==> config.mk <==
export PLATFORM = sky130hd
export DESIGN_NAME = key_debounce
export DESIGN_NICKNAME = d
export VERILOG_FILES = /design/src/rtl/key_debounce.sv
export SDC_FILE = /design/constraint.sdc
export NUM_CORES = 1
export LEC_CHECK = 0
export CAP_MARGIN = 20
export CORE_ASPECT_RATIO = 0.8
export CORE_MARGIN = 2
export CORE_UTILIZATION = 50
export CTS_CLUSTER_SIZE = 40
export DETAILED_ROUTE_END_ITERATION = 8
export GPL_TIMING_DRIVEN = 0
export PLACE_DENSITY = 0.72
export SETUP_SLACK_MARGIN = 0.05
export SYNTH_ARGS = -nofsm -noshare
export SYNTH_HDL_FRONTEND = slang
export SYNTH_SLANG_ARGS = --single-unit
==> constraint.sdc <==
create_clock -name clk -period 3.6 [get_ports clk]
set_clock_uncertainty 0.05 [all_clocks]
set_input_delay 0.9 -clock clk [delete_from_list [all_inputs] [get_ports clk]]
set_output_delay 0.9 -clock clk [all_outputs]
set_load 0.01 [all_outputs]
==> src/rtl/key_debounce.sv <==
// key_debounce: two-flop synchroniser plus per-key stability counter for
// active-low pushbuttons. It produces a glitch-free level bus for a PIO
// in_port and one-cycle press/release strobes.
module key_debounce #(
  parameter int NUM_KEYS        = 2,
  parameter int DEBOUNCE_CYCLES = 500000,
  parameter int CNT_W           = $clog2(DEBOUNCE_CYCLES)
) (
  input  logic                clk,
  input  logic                reset,
  input  logic [NUM_KEYS-1:0] key_raw,
  output logic [NUM_KEYS-1:0] key_clean,
  output logic [NUM_KEYS-1:0] key_press,
  output logic [NUM_KEYS-1:0] key_release
);

  // Count value reached on the last cycle of a full stable window.
  localparam logic [CNT_W-1:0] TERM_CNT = CNT_W'(DEBOUNCE_CYCLES - 1);

  typedef enum logic {
    ST_STABLE   = 1'b0,
    ST_COUNTING = 1'b1
  } state_t;

  // Elaboration-time guard on the parameter ranges.
  if (NUM_KEYS < 1 || NUM_KEYS > 32) begin : g_bad_num_keys
    $error("key_debounce: NUM_KEYS must be in 1..32");
  end
  if (DEBOUNCE_CYCLES < 2) begin : g_bad_window
    $error("key_debounce: DEBOUNCE_CYCLES must be at least 2");
  end

  logic [NUM_KEYS-1:0] sync1;
  logic [NUM_KEYS-1:0] sync2;

  // Two-flop synchroniser; both stages park at "released" during reset.
  always_ff @(posedge clk) begin
    if (reset) begin
      sync1 <= '1;
      sync2 <= '1;
    end else begin
      sync1 <= key_raw;
      sync2 <= sync1;
    end
  end

  for (genvar i = 0; i < NUM_KEYS; i++) begin : g_key
    state_t           state;
    state_t           state_next;
    logic [CNT_W-1:0] cnt;
    logic [CNT_W-1:0] cnt_next;
    logic             clean;
    logic             clean_next;
    logic             press;
    logic             press_next;
    logic             release_q;
    logic             release_next;
    logic             differ;
    logic             terminal;

    assign differ   = sync2[i] ^ clean;
    assign terminal = (cnt == TERM_CNT);

    // Next-state logic: any return to equality restarts the window; a
    // full window of disagreement adopts the synchronised level.
    always_comb begin
      state_next   = state;
      cnt_next     = '0;
      clean_next   = clean;
      press_next   = 1'b0;
      release_next = 1'b0;
      unique case (state)
        ST_STABLE: begin
          if (differ) begin
            state_next = ST_COUNTING;
            cnt_next   = CNT_W'(1);
          end
        end
        ST_COUNTING: begin
          if (!differ) begin
            state_next = ST_STABLE;
          end else if (terminal) begin
            state_next   = ST_STABLE;
            clean_next   = sync2[i];
            press_next   = ~sync2[i];
            release_next = sync2[i];
          end else begin
            cnt_next = cnt + CNT_W'(1);
          end
        end
        default: begin
          state_next = ST_STABLE;
        end
      endcase
    end

    // State, counter, level and strobe registers; reset overrides any count.
    always_ff @(posedge clk) begin
      if (reset) begin
        state     <= ST_STABLE;
        cnt       <= '0;
        clean     <= 1'b1;
        press     <= 1'b0;
        release_q <= 1'b0;
      end else begin
        state     <= state_next;
        cnt       <= cnt_next;
        clean     <= clean_next;
        press     <= press_next;
        release_q <= release_next;
      end
    end

    assign key_clean[i]   = clean;
    assign key_press[i]   = press;
    assign key_release[i] = release_q;
  end

endmodule

==> results list <==
- The flow ran to the end, and the final reports show no timing, DRC or antenna violations.
- In the synthesized netlist, the cells that appear most often are dfxtp_1, nor2_1, xnor2_1.
* Hold Crit Class: reg2reg
* Clock Latency Late Sink: 0.30 ns
* Drt initial violations: 84
* Yosys Warn Count: 0
- Summed over all failing endpoints, the final setup total negative slack is 0 ns.
* Unrepaired setup endpoints after global routing: no
* TritonCTS Buffers: 5
* Maximum fanout along the worst path: 5
* Sequential cell area fraction in the yosys report: 45.6%
* Total length of routed wires: 3870 µm
- Yosys attributes the largest share of cell area to dfxtp_1, xnor2_1, nor2_1.
- The worst setup path is of the reg2out kind.
- The number of cells on the worst reg-to-reg path is 7.
- Data on the critical path arrives at its endpoint at 1.36 ns.
* Post-DRT Antenna Nets: 0
- Headroom to the max-slew limit came out at 61.8%.
- The repair_antennas step left the layout with diodes totalling 0.
- VDD sags by at most 0.237 mV.
* Total number of vias: 1668
* Area growth syn-to-layout: 11.5%
* Max Root-Sink Buffers: 2
- Hold-fix buffers, CTS: 0
* Average routed wire per standard cell: 12.2 µm
- STA puts the critical path data required time at 2.65 ns.
- Worst Tran Pin Value: 0.568 ns
- STA classifies the critical path startpoint as a flop.
- The tree is rooted in a clkbuf_8.
- After clock tree synthesis, the setup repair step added 0 buffers.
- Number of rows in the core area: 21
- Number of antenna violations at the first check in global routing: 0
* Global-route wire length before repair: 6890 µm
- The die covers 4940 µm².
- Estimated wirelength of the detail-placed design: 2740 µm
- Final Instance Count excl. Fillers: 316
* Most used standard cell by instance count after synthesis: dfxtp_1
- The tree built by TritonCTS fans out to 50 sinks.
* Share of synthesized flip-flops with an asynchronous set or reset: 0%
* TritonCTS clock tree: done
* Final-report setup violation count: 0
- For this run, the leading register cell type out of synthesis is dfxtp_1.
* Synthesized net count: 248
- Post-Synthesis Cell Area: 2190 µm²
- PD cells: 364 nW/µm²
* Number of synthesized flops with an enable pin: 0
- Io pins: 10
- Layout cell share with drive strength beyond 1: 11.6%
- Remaining DRCs: 0
- After global routing the overflow that remains totals 0.
* Via count of the first global-routing pass: 1515
- Gates resized during post-CTS repair numbered 0.
- Slew Viols, Final: 0
* Syn Inst Count: 242
- Distinct cell type count of the synthesized netlist: 37
- Number of endpoints with negative hold slack in the final report: 0
- For the finished layout, the period the worst path requires is 2.31 ns.
- Final Cycle Share: 64.2%
* H-tree depth reported by CTS: 2
- Synthesis inferred 50 register bits.
* Overall fraction of global-route tracks in use: 17.6%
- Worst hold path cell count: 1
- For this configuration, the core starts out at a cell density of 52.2%.
* Nets@finish: 264
* Mapped Avg Cell Area: 9.06 µm²
* Die span in x: 78.1 µm
- Measured along the y axis, the die boundary spans 63.2 µm.
* Critical Path End Type: output pin
- Once placement completed, the tool counted placed cells totaling 308.
- First-pass iteration count of the detailed router: 4
- The congestion estimate from routability-driven global placement came to 0.807.
- The synthesized design devotes to its leading area cell type 45.6% of total area.
* Maxcap violations: 0
- Dividing the detail-routed via count by the number of cells gives 5.28.
- After clock tree synthesis, the clock-pin slew on the worst setup and hold paths is 0.09 ns.
- Yosys top cell by area: dfxtp_1
* Maximum number of pins on one net before global-route repair: 17
* Core Footprint: 4200 µm²
* Maximum frequency from static timing analysis: 0.433 GHz
- Summed over all cells, the static leakage comes to 0.725 nW.
- Count of buffers from port buffering: 9
## power by group
group	leakage [nW]	internal [mW]	switching, mW
sequential	0.404	0.556	0.00274
combinational	0.276	0.00656	0.00471
clock	0.0441	0.137	0.184
## worst max-delay path, cell delays in order, from the launching register on
cell,delay [ns]
dfxtp_1,0.41
buf_4,0.13
clkdlybuf4s50_1,0.51
## metal layers
metal	share of wire [%]	track usage [%]	up-vias
li1	-	-	872
met1	54	24.8	760
met2	40	25.3	30
met3	4.1	5.44	6
met4	1.6	6.80	0
met5	0	0	-
## final timing paths
check | start | to | slack, ns
setup reg to reg | g_key[0].cnt[0] | g_key[0].cnt[2] | 1.37
hold / removal | sync1[0] | sync2[0] | 0.38
setup / recovery | g_key[1].clean | key_clean[1] | 1.29
hold reg to reg | sync1[0] | sync2[0] | 0.38
## metrics by stage
step | setup WS, ns | instance area [µm²] | util [%] | power [mW] | hold WS [ns]
2_1_floorplan | 1.77 | 2190 | - | 0.577 | 0.339
3_3_place_gp | 1.17 | 2350 | 56.0 | 0.583 | 0.362
3_5_place_dp | 1.16 | 2350 | 56.0 | 0.583 | 0.343
4_1_cts | 1.28 | 2440 | 58.2 | 0.902 | 0.381
5_1_grt | 1.15 | 2440 | 58.2 | 0.930 | 0.397
6_report | 1.29 | 2440 | 58.2 | 0.891 | 0.376
## kinds of logic (layout without fill, tap and decap cells)
kind of cell	after synthesis	in the layout	synth area share, %
AO/OA/AOI/OAI	17	17	5.02
XOR/XNOR	31	31	12.4
adder cells (fa/ha/maj)	2	2	1.14
buffers and inverters	18	35	4.33
flip-flops	50	50	45.6
multiplexers	2	2	0.913
AND/OR/NAND/NOR	122	122	30.6
## registers in the layout, indices dropped and copies added, names as in the netlist
register	count
g_key.cnt	38
g_key.clean	2
g_key.press	2
g_key.release_q	2
g_key.state	2
sync1	2
sync2	2
## cell usage in the layout, fill, tap and decap left out, drive strengths merged, types with 6 or more instances in the layout
master / n
nand2: 11
inv: 6
nand4: 12
nor4b: 7
nor4: 10
dfxtp: 50
nor3: 7
or2: 6
buf: 9
a21oi: 7
clkdlybuf4s50: 9
xor2: 8
nor2: 41
xnor2: 23
clkbuf: 8
nand3: 15
## area by class of cell
class / count / area, µm²
Sequential cell: 50 / 1000
Fill cell: 376 / 1760
Timing Repair Buffer: 9 / 90.1
Multi-Input combinational cell: 174 / 1100
Buffer: 12 / 72.6
Clock buffer: 5 / 68.8
Tap cell: 57 / 71.3
Clock inverter: 3 / 21.3
Inverter: 6 / 22.5
No activity file was read; power rests on OpenSTA's default activity.
